## src/rtl/uart_pkg.sv

```systemverilog
// uart_pkg: definitions shared by the UART transmitter and receiver.
//   uart_state_t          FSM state encoding. Both ends use the same codes,
//                         so debug LEDs read the same way on either side.
//   DEFAULT_CLKS_PER_BIT  bit period in clocks (100 MHz / 115200 baud).
//   DEFAULT_STOP_BITS     number of stop bits per frame.
package uart_pkg;

   typedef enum logic [2:0] {
      IDLE    = 3'b000,
      START   = 3'b001,
      DATA    = 3'b010,
      STOP    = 3'b011,
      CLEANUP = 3'b111
   } uart_state_t;

   localparam int DEFAULT_CLKS_PER_BIT = 868;
   localparam int DEFAULT_STOP_BITS    = 1;

endpackage

```

## src/rtl/uart_tx.sv

```systemverilog
// uart_tx: 8N1 UART transmitter (LSB first, STOP_BITS stop bits).
// Ports:
//   clock       system clock, rising edge
//   reset       synchronous, active-low reset
//   i_valid     host offers the byte on i_byte
//   i_byte      byte to send, captured only on an accept edge
//   o_ready     high in IDLE; accept = i_valid & o_ready at a rising edge
//   serial_out  registered TX line, idles high
//   o_busy      high in every state except IDLE
//   o_done      one-cycle pulse in CLEANUP, after the last stop bit
//   state       current FSM state (debug / LEDs)
module uart_tx
   import uart_pkg::*;
#(
   parameter int CLKS_PER_BIT = DEFAULT_CLKS_PER_BIT,
   parameter int STOP_BITS    = DEFAULT_STOP_BITS
) (
   input  logic       clock,
   input  logic       reset,
   input  logic       i_valid,
   input  logic [7:0] i_byte,
   output logic       o_ready,
   output logic       serial_out,
   output logic       o_busy,
   output logic       o_done,
   output logic [2:0] state
);

   // The counter must reach the longest interval, which is the whole stop
   // period when two stop bits are used.
   localparam int CNT_W = $clog2(STOP_BITS * CLKS_PER_BIT);
   localparam logic [CNT_W-1:0] BIT_LAST  = CNT_W'(CLKS_PER_BIT - 1);
   localparam logic [CNT_W-1:0] STOP_LAST = CNT_W'(STOP_BITS * CLKS_PER_BIT - 1);

   uart_state_t      state_reg,   state_next;
   logic [CNT_W-1:0] clock_count, count_next;
   logic [2:0]       bit_index,   index_next;
   logic [7:0]       shift,       shift_next;
   logic             line,        line_next;
   logic [2:0]       index_inc;

   assign index_inc = bit_index + 3'd1;

   always_ff @(posedge clock) begin
      if (!reset) begin
         state_reg   <= IDLE;
         clock_count <= '0;
         bit_index   <= '0;
         shift       <= '0;
         line        <= 1'b1;
      end else begin
         state_reg   <= state_next;
         clock_count <= count_next;
         bit_index   <= index_next;
         shift       <= shift_next;
         line        <= line_next;
      end
   end

   // The line level is computed for the state being entered, so serial_out
   // is a plain register and only moves on bit boundaries.
   always_comb begin
      state_next = state_reg;
      count_next = clock_count;
      index_next = bit_index;
      shift_next = shift;
      line_next  = line;
      case (state_reg)
         IDLE: begin
            line_next = 1'b1;
            if (i_valid) begin
               shift_next = i_byte;
               count_next = '0;
               line_next  = 1'b0;
               state_next = START;
            end
         end
         START: begin
            if (clock_count == BIT_LAST) begin
               count_next = '0;
               index_next = '0;
               line_next  = shift[0];
               state_next = DATA;
            end else begin
               count_next = clock_count + CNT_W'(1);
            end
         end
         DATA: begin
            if (clock_count == BIT_LAST) begin
               count_next = '0;
               if (bit_index == 3'd7) begin
                  index_next = '0;
                  line_next  = 1'b1;
                  state_next = STOP;
               end else begin
                  index_next = index_inc;
                  line_next  = shift[index_inc];
               end
            end else begin
               count_next = clock_count + CNT_W'(1);
            end
         end
         STOP: begin
            if (clock_count == STOP_LAST) begin
               count_next = '0;
               line_next  = 1'b1;
               state_next = CLEANUP;
            end else begin
               count_next = clock_count + CNT_W'(1);
            end
         end
         CLEANUP: begin
            line_next  = 1'b1;
            state_next = IDLE;
         end
         default: begin
            // Unreachable codes recover to an idle line.
            count_next = '0;
            index_next = '0;
            line_next  = 1'b1;
            state_next = IDLE;
         end
      endcase
   end

   assign serial_out = line;
   assign o_ready    = (state_reg == IDLE);
   assign o_busy     = (state_reg != IDLE);
   assign o_done     = (state_reg == CLEANUP);
   assign state      = state_reg;

endmodule

```

## config.mk

```make
export PLATFORM = sky130hd
export DESIGN_NAME = uart_tx
export DESIGN_NICKNAME = d
export VERILOG_FILES = /design/src/rtl/uart_pkg.sv /design/src/rtl/uart_tx.sv
export SDC_FILE = /design/constraint.sdc
export NUM_CORES = 1
export LEC_CHECK = 0
export ABC_AREA = 1
export CORE_MARGIN = 3
export CORE_UTILIZATION = 49
export CTS_BUF_LIST = sky130_fd_sc_hd__clkbuf_4
export CTS_CLUSTER_SIZE = 40
export DETAILED_ROUTE_END_ITERATION = 10
export PLACE_DENSITY = 0.72
export SYNTH_ARGS = -nofsm -noshare
export SYNTH_HDL_FRONTEND = slang
export SYNTH_SLANG_ARGS = --single-unit
export TNS_END_PERCENT = 30
```

## constraint.sdc

```tcl
create_clock -name clock -period 1.6 [get_ports clock]
set_clock_uncertainty 0.05 [all_clocks]
set_input_delay 0.32 -clock clock [delete_from_list [all_inputs] [get_ports clock]]
set_output_delay 0.32 -clock clock [all_outputs]
set_load 0.02 [all_outputs]
```

; After elaboration in Yosys (flattened, before gate mapping)
; Cells that the tools add are included.
[totals]
elab_cells = 51
in_bits = 11
regBits = 25
[op_classes]
n_reduce_logical = 9
eq_ne = 11
n_mux = 21
n_bitwise = 2
magnitude_cmp = 1
n_addsub = 2
[op_table]
columns = cell, n
row1 = case mux 10 bit (3 select lines), 1
row2 = 2-to-1 mux 3 bit, 8
row3 = 2-to-1 mux 10 bit, 2
row4 = case mux 3 bit (4 select lines), 1
row5 = adder 10 x 1 -> 10 bit (second input constant), 1
row6 = equality test 10 bit (second input constant), 1
row7 = inequality test 2 bit (second input constant), 5
row8 = case mux 3 bit (3 select lines), 1
row9 = equality test 3 x 2 -> 1 bit (second input constant), 2
row10 = equality test 3 bit (second input constant), 2
row11 = 2-to-1 mux 1 bit, 6
row12 = AND reduction 3 bit, 2
row13 = OR reduction 3 bit, 2
row14 = AND reduction 5 bit, 1
row15 = < comparator 3 x 4 -> 1 bit (second input constant), 1
row16 = case mux 1 bit (4 select lines), 1
row17 = AND reduction 2 bit, 2
row18 = adder 3 x 1 -> 3 bit (second input constant), 1
row19 = binary-select mux 1 bit (select 3 bit), 1
row20 = equality test 3 x 1 -> 1 bit (second input constant), 1
row21 = logical NOT 3 bit, 1
row22 = nonzero test 3 bit, 1
row23 = inverter 1 bit, 2

; Depth between registers and ports, before layout
[depth]
depth_word = 6
depth_mapped = 10
depth_no_buf = 10

; Worst setup path after synthesis
; Ideal clock, no wire load.
[synth_path]
path_type = reg2reg
startpoint = reg state_reg[2], in the netlist state[2]
endpoint = reg clock_count[0]
slack_ns = 0.011
stages_incl_launch_ff = 8
required_time_ns = 1.484
arrival_ns = 1.473
cell_sequence = dfxtp_1 > bufinv_8 > nand2_2 > inv_4 > nand2_4 > o21ai_4 > or2_2 > a21oi_2
[synth_via]
elab_chain_cells = 3
[synth_lines]
columns = element, line_no
row1 = "start, declared", uart_tx.sv:35  ; uart_state_t state_reg, state_next;
row2 = "start signal, assigned", uart_tx.sv:52  ; state_reg <= state_next;
row3 = logical NOT 3 bit *, n/a
row4 = net o_ready, uart_tx.sv:22  ; output logic o_ready,
row5 = inequality test 2 bit (no source line), n/a
row6 = AND reduction 2 bit (no source line), n/a
row7 = "end signal, assigned", uart_tx.sv:53  ; clock_count <= count_next;
row8 = "end, declared", uart_tx.sv:36  ; logic [CNT_W-1:0] clock_count, count_next;
; The timed path passes the listed nets; every way through them passes the cells marked *.
; A chain may end at the register's enable or synchronous reset.

; Final worst setup path
[layout_path]
startpoint = reg state_reg[1], in the netlist state[1]
endpoint = out state[1]
[layout_lines]
columns = element, line_no
row1 = "end, declared", uart_tx.sv:26  ; output logic [2:0] state
; No word-level cell between the ends.

==> impl_metrics.yaml <==
routing:
  routed_wl_microns: 3288
  vias_per_cell: 5.311
  drc: 0
  dr.pass1.iters: 4
  avgRoutedWirePerCell_microns: 12.31
  final_antenna_net_count: 0
  vias: 1418
  drtIter0Drc: 89
place:
  gp_congestion: 0.8747
  dpl.hpwl_microns: 2391
  dpl_cell_area_sq_um: 1648
  numPortBuffers: 17
  place_worst_setup_slack_ns: -0.03938
cts:
  cts_buffers: 3
  clkLatencyLatePin_ns: 0.33
  cts_buffer_depth: 2
  clkTransAtPathRegs_ns: 0.15
  postCtsHoldBufs: 0
  htreeDepth: 1
  root_buffer: "clkbuf_4"
  clkSinkCount: 25
  cts_tree: "built"
synthesis:
  yosys_warnings: 0
  ys_ff_latch: 25
  syn-mean-instance-area_sq_um: 6.818
  synth-compound-area-share_pct: 12.79
  synth_area_sq_um: 1350
  syn-num-nets: 212
  synth_top_family_by_area: "simple AND/OR/NAND/NOR gates"
  ys_seq_area_share_pct: 37.07
  yosys.area_share.simple_pct: 39.48
  synth_cells: 198
  yosys.area_share.adder_pct: 2.780
  synth.mux.area_fraction_pct: 0
  synthXorXnorAreaFrac_pct: 0
  ys_types: 28
cells_and_area:
  num-fill-cells: 232
  largestRegisters: "clock_count: 10 flops, shift: 8 flops"
  largest_reg_flops: 10
  regMostFlops: "clock_count"
  design_area_sq_um: 1770
  final_common_cell: "nand2_1"
  multiInputGateArea_sq_um: 800.8
  seq_area_sq_um: 509.2
  antennaDiodeCount: 0
  nets: 252
  drive_gt1_share_pct: 24.89
  syn_to_final_growth_pct: 31.14
  layout_common_cells: "nand2_1 (55), nor2_1 (24), nand3_1 (23)"
grt:
  grt_pass1_vias: 1288
  use_met3_pct: 1.974
  grt_use_total_pct: 19.22
  gr-usage-met1_pct: 21.97
  grt_pass1_wl_microns: 5250
  grt_use_met2_pct: 37.00
  antenna_found_initial: 0
  grt_max_degree: 16
  grt_overflow: 0
  top_usage_layer: "met2"
timing:
  setup_violations: 0
  worstMarginPinSlew_ns: 0.4851
  timing.final.crit_share_pct: 97.68
  max_freq_ghz: 0.6399
  slew_violations: 0
  fin_setup_tns_ns: 0
  post-route-min-period_ns: 1.563
  rsz0062_at_grt: "yes"
  finalHoldViolations: 0
  worst_slack_ns: 0.03717
  maxSlewHeadroom_pct: 67.63
die:
  fp.dieW_microns: 58.49
  start_util_pct: 53.05
  design.die.area_sq_um: 3421
  ios: 18
  core_area_sq_um: 2545
  dieHeight_microns: 58.49
  rows: 18
setup_path:
  required_ns: 1.23
  worstSetupPathType: "register to output port"
  startpoint_type: "register"
  slowest_delay_ns: 0.39
  rrSetupSlack_ns: 0.07
  cp-end-kind: "output port"
  rr_startpoint: "state[2]"
  slowest_stage: "dfxtp_1"
  critPathMaxFanout: 6
  crit_arrival_ns: 1.19
  crit_chain: "buf_4 -> clkdlybuf4s15_1"
  rr_endpoint: "clock_count[0]"
  reg2reg_depth: 8
hold_path:
  min_delay_worst_endpoint: "shift[1]"
  hold_path.class: "register to register"
  min_from: "shift[1]"
  holdPathStages: 2
outcome:
  status: "complete, no violations"
flow_run:
  drv_cap: 0
pwr:
  p_leak_nw: 0.7279
  ir_drop_mv: 1.042
  power_density_nw_per_um2: 1287
-- through the flow --
step	cells	hold slack [ns]	util, %	power (mW)
finish	267	0.4267	69.57	2.278
global route	267	0.4430	69.57	2.443
CTS	260	0.4250	66.18	2.137
detailed placement	256	0.4057	64.75	1.888
global placement	256	0.4035	64.75	1.868
floorplan	198	0.3910	-	1.476
-- cell usage after synthesis --
library cell / number / share of area [%]
nor3b_1: 1 / 0.56
o21ai_0: 4 / 1.5
ha_1: 3 / 2.8
o21bai_1: 1 / 0.56
nand3b_1: 1 / 0.56
dfxtp_1: 25 / 37
inv_1: 15 / 4.2
buf_6: 1 / 0.83
nor2_1: 25 / 7.0
nand2_4: 2 / 1.7
a21oi_1: 13 / 4.8
nand2_2: 3 / 1.4
inv_4: 1 / 0.46
nand2_1: 56 / 16
nand3_1: 24 / 8.9
clkbuf_1: 3 / 0.83
o21ai_1: 2 / 0.74
or2_2: 1 / 0.46
o21ai_4: 1 / 1.2
a21oi_2: 3 / 1.9
o21bai_2: 1 / 0.83
nand4_1: 4 / 1.9
a21o_1: 1 / 0.56
o21ai_2: 1 / 0.65
nor3_1: 3 / 1.1
inv_2: 1 / 0.28
bufinv_8: 1 / 1.3
nor2_2: 1 / 0.46
-- critical path: cells and delay by family (launching register included) --
family / cells / cell delay (ns)
buffers and inverters: 2 / 0.48
flip-flops: 1 / 0.39
-- metal layers --
| metal | vias up | part of all wire, % |
|---|---|---|
| met3 | 10 | 4.3 |
| met2 | 38 | 51 |
| met1 | 643 | 43 |
| met4 | 0 | 1.6 |
| li1 | 727 | - |
| met5 | - | 0 |
-- area by class of cell --
cell class	count	share of cell area (%)
well taps	30	2.120
repair buffers	38	17.46
flip-flops and latches	25	28.76
inverters	18	4.735
clock inverters	1	0.4240
multi-input cells	152	45.23
clock buffers	3	1.272
-- cell families (layout without fill, tap and decap cells) --
group	Yosys count	after routing
compound gates	27	28
fa+ha+maj	3	3
buf+inv	22	60
flops	25	25
simple gates	121	121
-- power by group --
part	internal (mW)	total, mW	switching (mW)
registers	0.725	0.789	0.0637
clock network	0.0958	0.308	0.213
logic	0.494	1.18	0.687
total	1.31	2.28	0.964
-- worst max path at each step --
stage | from | endpoint | slack, ns | depth (start not counted)
floorplan | state[2] | clock_count[0] | 0.01 | 7
global placement | i_valid | clock_count[0] | 0.02 | 6
detailed placement | clock_count[0] | bit_index[1] | -0.04 | 9
CTS | clock_count[0] | state[1] | -0.003 | 8
global route | state[0] | clock_count[2] | -0.03 | 10
finish | state[1] | state[1] | 0.04 | 2
-- timing repair --
item	CTS	global route
setup endpoints to repair	13	19
setup buffers	0	6
gates resized for setup	20	13
pin swaps	0	7
cloned	0	1
No activity file was read; power rests on OpenSTA's default activity.
